[src/rtl/traffic_ctrl_nway.sv]
// traffic_ctrl_nway: round-robin N-way intersection controller.
// Sequences GREEN -> YELLOW -> CLEAR across the approaches, skipping those
// without demand, inserts a pedestrian WALK phase on request and offers a
// flashing night mode. All timing is counted in blink ticks.
module traffic_ctrl_nway #(
    parameter int C_N_WAYS     = 4,
    parameter int C_CNT_W      = 8,
    parameter int C_INT_GREEN  = 40,
    parameter int C_INT_YELLOW = 10,
    parameter int C_INT_CLEAR  = 5,
    parameter int C_INT_WALK   = 40
) (
    input  logic                          clk,
    input  logic                          rstb,
    input  logic                          blink,
    input  logic                          inMode,
    input  logic [C_N_WAYS-1:0]           inTraffic,
    input  logic [C_N_WAYS-1:0]           inPedestrian,
    output logic [2*C_N_WAYS-1:0]         outLight,
    output logic [C_N_WAYS-1:0]           outPedLatch,
    output logic [$clog2(C_N_WAYS)-1:0]   outActive
);

    localparam int AW = $clog2(C_N_WAYS);

    localparam logic [2:0] S_CLEAR  = 3'd0;
    localparam logic [2:0] S_GREEN  = 3'd1;
    localparam logic [2:0] S_YELLOW = 3'd2;
    localparam logic [2:0] S_WALK   = 3'd3;
    localparam logic [2:0] S_FLASH  = 3'd4;

    // Counter reload values: a state lasts C_INT_x blinks, the last one being expiry.
    localparam logic [C_CNT_W-1:0] LD_GREEN  = C_CNT_W'(C_INT_GREEN - 1);
    localparam logic [C_CNT_W-1:0] LD_YELLOW = C_CNT_W'(C_INT_YELLOW - 1);
    localparam logic [C_CNT_W-1:0] LD_CLEAR  = C_CNT_W'(C_INT_CLEAR - 1);
    localparam logic [C_CNT_W-1:0] LD_WALK   = C_CNT_W'(C_INT_WALK - 1);
    localparam logic [AW-1:0]      LAST_WAY  = AW'(C_N_WAYS - 1);

    logic [2:0]            state_q, state_d;
    logic [C_CNT_W-1:0]    cnt_q, cnt_d;
    logic [AW-1:0]         way_q, way_d;
    logic                  pend_walk_q, pend_walk_d;
    logic                  phase_q, phase_d;
    logic [C_N_WAYS-1:0]   ped_q, ped_d;
    logic [2*C_N_WAYS-1:0] light_q, light_d;
    logic [AW-1:0]         next_way;

    // Next approach to serve: first way after the current one with demand,
    // otherwise plain round-robin so no approach starves.
    always_comb begin
        logic [AW-1:0] idx;
        logic          found;
        next_way = (way_q == LAST_WAY) ? '0 : way_q + 1'b1;
        found    = 1'b0;
        idx      = way_q;
        for (int k = 1; k < C_N_WAYS; k++) begin
            idx = (idx == LAST_WAY) ? '0 : idx + 1'b1;
            if (!found && inTraffic[idx]) begin
                found    = 1'b1;
                next_way = idx;
            end
        end
    end

    // Phase sequencing, interval counting and pedestrian latching.
    always_comb begin
        state_d     = state_q;
        cnt_d       = cnt_q;
        way_d       = way_q;
        pend_walk_d = pend_walk_q;
        phase_d     = phase_q;
        case (state_q)
            S_WALK:  ped_d = ped_q;
            S_FLASH: ped_d = '0;
            default: ped_d = ped_q | inPedestrian;
        endcase

        if (state_q == S_FLASH) begin
            if (blink) begin
                if (!inMode) begin
                    state_d = S_CLEAR;
                    cnt_d   = LD_CLEAR;
                    way_d   = LAST_WAY;
                end else begin
                    phase_d = ~phase_q;
                end
            end
        end else if (blink) begin
            if (cnt_q != '0) begin
                cnt_d = cnt_q - 1'b1;
            end else begin
                case (state_q)
                    S_GREEN: begin
                        state_d = S_YELLOW;
                        cnt_d   = LD_YELLOW;
                    end
                    S_YELLOW: begin
                        state_d = S_CLEAR;
                        cnt_d   = LD_CLEAR;
                    end
                    S_WALK: begin
                        // A press in this very cycle is dropped: the clear wins.
                        state_d     = S_CLEAR;
                        cnt_d       = LD_CLEAR;
                        pend_walk_d = 1'b1;
                        ped_d       = '0;
                    end
                    default: begin
                        // CLEAR expiry decides on the latches as they were, not
                        // including a press arriving in this same cycle.
                        pend_walk_d = 1'b0;
                        if (inMode) begin
                            state_d = S_FLASH;
                            phase_d = 1'b0;
                            ped_d   = '0;
                        end else if (pend_walk_q || ped_q == '0) begin
                            state_d = S_GREEN;
                            cnt_d   = LD_GREEN;
                            way_d   = next_way;
                        end else begin
                            state_d = S_WALK;
                            cnt_d   = LD_WALK;
                        end
                    end
                endcase
            end
        end
    end

    // Per-approach light code derived from the upcoming state so outputs are registered.
    generate
        for (genvar gi = 0; gi < C_N_WAYS; gi++) begin : g_light
            assign light_d[2*gi +: 2] =
                (state_d == S_GREEN  && way_d == AW'(gi)) ? 2'd1 :
                (state_d == S_YELLOW && way_d == AW'(gi)) ? 2'd2 :
                (state_d == S_WALK   && ped_d[gi])        ? 2'd3 :
                (state_d == S_FLASH  && phase_d)          ? 2'd2 : 2'd0;
        end
    endgenerate

    // State registers with synchronous active-low reset to all-red clearance.
    always_ff @(posedge clk) begin
        if (!rstb) begin
            state_q     <= S_CLEAR;
            cnt_q       <= LD_CLEAR;
            way_q       <= LAST_WAY;
            pend_walk_q <= 1'b0;
            phase_q     <= 1'b0;
            ped_q       <= '0;
            light_q     <= '0;
        end else begin
            state_q     <= state_d;
            cnt_q       <= cnt_d;
            way_q       <= way_d;
            pend_walk_q <= pend_walk_d;
            phase_q     <= phase_d;
            ped_q       <= ped_d;
            light_q     <= light_d;
        end
    end

    assign outLight    = light_q;
    assign outPedLatch = ped_q;
    assign outActive   = way_q;

endmodule
[config.mk]
export PLATFORM = sky130hd
export DESIGN_NAME = traffic_ctrl_nway
export DESIGN_NICKNAME = d
export VERILOG_FILES = /design/src/rtl/traffic_ctrl_nway.sv
export SDC_FILE = /design/constraint.sdc
export NUM_CORES = 1
export LEC_CHECK = 0
export ABC_AREA = 0
export CAP_MARGIN = 20
export CORE_MARGIN = 4
export CORE_UTILIZATION = 50
export DETAILED_ROUTE_END_ITERATION = 8
export MAX_ROUTING_LAYER = met4
export PLACE_DENSITY = 0.77
export SLEW_MARGIN = 20
export SYNTH_ARGS = -nofsm -noshare
export SYNTH_HDL_FRONTEND = slang
export SYNTH_SLANG_ARGS = --single-unit
[constraint.sdc]
create_clock -name clk -period 3.3 [get_ports clk]
set_input_delay 0.495 -clock clk [delete_from_list [all_inputs] [get_ports clk]]
set_output_delay 0.495 -clock clk [all_outputs]
set_load 0.01 [all_outputs]
# ---- Yosys cells after proc, flatten, opt, wreduce, memory -nomap -nowiden
# Index checks and enable logic that the tools add are counted.
dict set report totals {
  output_inout_bits 14
  latch_bits 0
  elab_cells 133
  ramBits 0
  ff_bits 27
  rom_bits 0
  memories 0
}
dict set report op_classes {
  multipliers 0
  n_eq_ne 16
  reduce_logical 30
  n_addsub 4
  shift 0
  bitwise_logic 6
  order_cmp 3
  n_div 0
  n_mux 63
}
# cell n
set op_table {}
lappend op_table {{8-bit two-way mux} 6}
lappend op_table {{2-bit two-way mux} 23}
lappend op_table {{3-bit two-way mux} 6}
lappend op_table {{1-bit two-way mux} 16}
lappend op_table {{4-bit two-way mux} 4}
lappend op_table {{4-bit case mux with 2 select lines} 2}
lappend op_table {{8-bit case mux with 2 select lines} 1}
lappend op_table {{1-bit logical AND} 15}
lappend op_table {{3-bit by 2-bit equality test with 1-bit output (second input constant)} 4}
lappend op_table {{2-bit OR reduction} 6}
lappend op_table {{2-bit equality test (second input constant)} 5}
lappend op_table {{2-bit by 3-bit less-than comparator with 1-bit output (second input constant)} 3}
lappend op_table {{8-bit nonzero test} 1}
lappend op_table {{8-bit by 1-bit subtractor with 8-bit output (second input constant)} 1}
lappend op_table {{2-bit by 1-bit adder with 2-bit output (second input constant)} 3}
lappend op_table {{1-bit binary-select mux with 2-bit select} 3}
lappend op_table {{3-bit by 1-bit equality test with 1-bit output (second input constant)} 2}
lappend op_table {{3-bit equality test (second input constant)} 2}
lappend op_table {{3-bit case mux with 2 select lines} 1}
lappend op_table {{1-bit inverter} 5}
lappend op_table {{4-bit zero test} 1}
lappend op_table {{4-bit by 2-bit != test with 1-bit output (second input constant)} 1}
lappend op_table {{4-bit bitwise OR} 1}
lappend op_table {{4-bit AND reduction} 1}
lappend op_table {{8 further kinds} 9}

# ---- Logic depth before layout (Yosys ltp)
dict set report depth {
  word_depth 21
  ltp_mapped 10
  mapped_depth_nobuf 9
}

# ---- Worst setup path before layout
# OpenSTA, ideal clock, no wires.
dict set report synth_path {
  path_type {reg2reg}
  from {register way_q[0] (netlist: outActive[0])}
  to {register light_q[5] (netlist: outLight[5])}
  arrival_time_ns 2.212
  setup_ns 0.124
  stages_incl_launch_ff 10
  required_ns 3.176
  setup_slack_ns 0.964
  n_path_buf 1
  cell_sequence {dfxtp_1 -> ha_1 -> clkbuf_1 -> nand2b_1 -> o221ai_1 -> a31oi_1 -> nor4b_2 -> nor2_2 -> or3b_1 -> o311a_2}
}
dict set report synth_between {
  elab_chain_len 20
  word_cells_on_any_way 36
}
# element line
set synth_lines {}
lappend synth_lines {{from (decl)} 41} ;# logic [AW-1:0] way_q, way_d;
lappend synth_lines {{from (signal assigned)} 154} ;# way_q <= way_d;
lappend synth_lines {{parallel branches: the longest is 16 deep, another holds 2-bit by 1-bit adder with 2-bit output} --}
lappend synth_lines {{2-bit two-way mux *} 78} ;# if (state_q == S_FLASH) begin
lappend synth_lines {{2-bit equality test *} {134, 135}}
lappend synth_lines {{1-bit logical AND (on tied branches)} {135, 134}}
lappend synth_lines {{2-bit two-way mux or 2-bit OR reduction (tied branches)} --}
lappend synth_lines {{to (signal assigned)} 158} ;# light_q <= light_d;
lappend synth_lines {{to (decl)} 45} ;# logic [2*C_N_WAYS-1:0] light_q, light_d;
# Every way passes the cells marked *. The select of a mux whose other input is x is not followed.
# A chain may end at the register's enable or synchronous reset.

# ---- Worst setup path after layout
dict set report layout_path {
  from {register cnt_q[0]}
  to {register cnt_q[4]}
}
dict set report layout_between {
  elab_chain_len 4
  word_cells_on_any_way 7
}
# element line
set layout_lines {}
lappend layout_lines {{from (decl)} 40} ;# logic [C_CNT_W-1:0] cnt_q, cnt_d;
lappend layout_lines {{from (signal assigned)} 153} ;# cnt_q <= cnt_d;
lappend layout_lines {{8-bit by 1-bit subtractor with 8-bit output or 8-bit nonzero test (tied branches)} {90, 89}}
lappend layout_lines {{8-bit two-way mux} 89} ;# if (cnt_q != '0) begin
lappend layout_lines {{8-bit two-way mux} 88} ;# end else if (blink) begin
lappend layout_lines {{8-bit two-way mux} 78}
# Several ways; a longest one is shown, not always the timed one. The select of a mux whose other input is x is not followed.

==> reports/results.tsv <==
stage	metric	value	unit
grt	met1 Resource Use GR	29.0	%
layout	footprint of the multi-input gates	1120	um2
critical_path	Worst EP arrival	2.94	ns
layout	layout overhead on the synthesized area	15.3	%
timing	Final Hold Viols	0	
floorplanning	Die Span Y	67.8	um
critical_path	critical path peak fanout	14	
timing	final worst path period share	80.6	%
clock_network	clk buf depth	2	
clock_network	# resized after CTS	0	
power_and_ir_drop	Clk pwr share	20.6	%
yosys	main combinational cell family by area after synthesis	compound AO/OA/AOI/OAI gates	
clock_network	Clk pin slew, worst setup/hold paths	0.15	ns
route	remaining antenna violation count	0	
yosys	Post-Syn Instances	221	
route	total wire length	4.24	mm
yosys	EDFF count, synth	0	
yosys	Adder-Cell Fraction of Synth Area	2.66	%
power_and_ir_drop	Net Sw Frac	33.3	%
yosys	Synth Net Count	236	
timing	final setup fails	0	
layout	ant diodes	0	
floorplanning	Die Wd	67.8	um
critical_path	CP Class	flip-flop to flip-flop	
clock_network	postcts setup bufs	0	
clock_network	Num CTS Buffers	3	
placement	Setup WS pre-CTS	0.478	ns
route	Remaining DRCs	0	
clock_network	CTS tree	yes	
route	DR iter-0 viols	124	
run	Max Cap Violations	0	
grt	Overflow after GRT	0	
power_and_ir_drop	Sequential Power Share	51.0	%
timing	top achievable clock speed	376	MHz
layout	Storage cell area	541	um2
yosys	register area share after synthesis	30.2	%
route	Avg WL per Cell	14.8	um
placement	Placed Area	2030	um2
floorplanning	Placeable Area	3390	um2
critical_path	CP Launch Type	flip-flop	
grt	largest net degree at the start of global routing	17	
power_and_ir_drop	Gate power share	28.4	%
timing	Worst Tran Pin Value	0.696	ns
layout	most frequent cells in the layout	27 x dfxtp_1, 25 x clkdlybuf4s50_1, 23 x nor2_1	
grt	vias in the first global route	1611	
clock_network	clock sinks	27	
timing	fin crit period	2.66	ns
floorplanning	area of the die	4600	um2
yosys	Post-synth ARST share	0	%
timing	TNS Setup	0	ns
yosys	Mean Syn Cell Area	8.10	um2
layout	layout cells sized above 1	12.9	%
placement	Routability Congestion	0.985	
yosys	most common flop cell mapped by yosys	dfxtp_1	
layout	# nets final	257	
power_and_ir_drop	Psw	0.000242	W
placement	IO Port Bufs	25	
timing	Final Skew	0.00493	ns
critical_path	Crit. End Element	flip-flop	
yosys	Netlist Area Pre-Place	1790	um2
timing	max_slew headroom	53.2	%
floorplanning	Initial Util	52.8	%
placement	post-DP HPWL	3.14	mm
route	drt first pass iters	4	
power_and_ir_drop	internal power	0.000486	W
clock_network	clk_lat worst skew	0.34	ns
yosys	simple-gate share of the synthesized area	28.4	%
power_and_ir_drop	leak pwr	0.781	nW
timing	RSZ-0062 raised after global routing	no	
yosys	Synth Area in Compound Gates	28.8	%
layout	Design Area, Final	2060	um2
floorplanning	num ports	26	
timing	Slew Limit Fails	0	
yosys	Yosys cell types	60	
route	DR vias/cell	5.97	
grt	gr usage total	21.1	%
run_status	status	complete, no violations	
layout	most common cell after layout, fill and taps aside	dfxtp_1	
timing	Final WS setup	0.641	ns
power_and_ir_drop	VDD IR max	0.274	mV
grt	GR peak layer	met2	
route	via count	1713	
yosys	Synth Register Bits	27	
power_and_ir_drop	PD cells	353	nW/um2
worst_hold_path	Tightest Hold Check Type	flip-flop to flip-flop	
grt	initial antenna violation count	0	
grt	global-route wire length before repair	7.28	mm
clock_network	CTS H-tree lvls	1	
layout	fillers	307	
floorplanning	Placement Rows	21	
grt	grt met3 use	1.48	%
yosys	mux cell area share after synthesis	1.12	%
critical_path	Critical Path RT	3.58	ns
clock_network	Root Buffer	clkbuf_4	
grt	met2 Use GR	32.6	%
clock_network	hold_buf cts	0	
yosys	xor and xnor area share after synthesis	1.47	%
yosys	yosys warns	0	
## power groups by stage
stage | Sequential, W | Clock [W] | Combinational (W)
after detailed placement | 0.000378 | 0 | 0.000205
after global routing | 0.000375 | 0.000169 | 0.000231
final | 0.000371 | 0.000150 | 0.000207
after CTS | 0.000371 | 0.000154 | 0.000206
after global placement | 0.000377 | 0 | 0.000203
after floorplan | 0.000376 | 0 | 0.000150
## critical path, cell delays in order, from the launching register on
cell	delay [ns]
dfxtp_1	0.35
inv_1	0.09
ha_1	0.21
nor4b_4	0.40
nand2_1	0.28
maj3_1	0.40
o21ai_2	0.44
o21ai_0	0.28
nor2_1	0.15
## cell families (layout without fill, tap and decap cells)
logic type	Yosys count	count (layout)
flops	27	27
simple gates	88	88
fa+ha+maj	4	4
mux	2	2
compound gates	73	73
buf+inv	24	44
xor+xnor	3	3
## final timing paths
path	start	to	slack [ns]	cells after the start
worst min-delay path	cnt_q[0]$_SDFFE_PN0P_	cnt_q[0]$_SDFFE_PN0P_	0.52	2
worst min register to register	cnt_q[0]$_SDFFE_PN0P_	cnt_q[0]$_SDFFE_PN0P_	0.52	2
worst max-delay path	cnt_q[0]$_SDFFE_PN0P_	cnt_q[4]$_SDFFE_PN0P_	0.64	8
worst max register to register	cnt_q[0]$_SDFFE_PN0P_	cnt_q[4]$_SDFFE_PN0P_	0.64	8
## cells in the mapped netlist, types with 3 or more instances
| cell | number | area, um2 |
|---|---|---|
| nor3_1 | 7 | 35.0 |
| and3b_1 | 3 | 26.3 |
| clkbuf_1 | 4 | 15.0 |
| o311a_1 | 4 | 40.0 |
| o221ai_1 | 5 | 43.8 |
| buf_4 | 3 | 22.5 |
| or2_2 | 5 | 31.3 |
| a21oi_1 | 16 | 80.1 |
| nor3b_1 | 4 | 30.0 |
| a211oi_1 | 3 | 22.5 |
| o21ai_0 | 17 | 85.1 |
| nor2b_1 | 3 | 18.8 |
| nand2_1 | 13 | 48.8 |
| o211ai_1 | 4 | 30.0 |
| ha_1 | 3 | 37.5 |
| inv_1 | 11 | 41.3 |
| xnor2_1 | 3 | 26.3 |
| nor4_1 | 3 | 18.8 |
| dfxtp_1 | 27 | 541 |
| o21a_1 | 3 | 22.5 |
| and2_1 | 3 | 18.8 |
| nand3_1 | 5 | 25.0 |
| nor2_1 | 23 | 86.3 |
| nand3b_1 | 4 | 30.0 |
## layer usage
| layer | vias to the layer above | routed length [um] | part of all wire [%] |
|---|---|---|---|
| li1 | 862 | - | - |
| met1 | 783 | 2030 | 48 |
| met2 | 63 | 1850 | 43 |
| met3 | 5 | 296 | 7.0 |
| met4 | 0 | 75 | 1.8 |
| met5 | - | 0 | 0 |
## state kept, by name, indices dropped and copies added, names as in the netlist
name	count
cnt_q	8
outLight	8
outPedLatch	4
state_q	3
outActive	2
pend_walk_q	1
phase_q	1
## area by class of cell
cell class	count	area share [%]
clock buffers	3	1.09
multi-input cells	170	54.2
flip-flops and latches	27	26.2
clock inverters	1	0.364
repair buffers	28	13.2
well taps	46	2.79
inverters	12	2.18
## stage by stage
stage / utilization [%] / std cells / power (W) / hold slack [ns]
after CTS: 60.9 / 287 / 0.000731 / 0.520
after global placement: 60.0 / 283 / 0.000580 / 0.493
final: 60.9 / 287 / 0.000728 / 0.521
after global routing: 60.9 / 287 / 0.000776 / 0.564
after floorplan: - / 221 / 0.000526 / 0.478
after detailed placement: 60.0 / 283 / 0.000583 / 0.498
No activity file was read; power rests on OpenSTA's default activity.
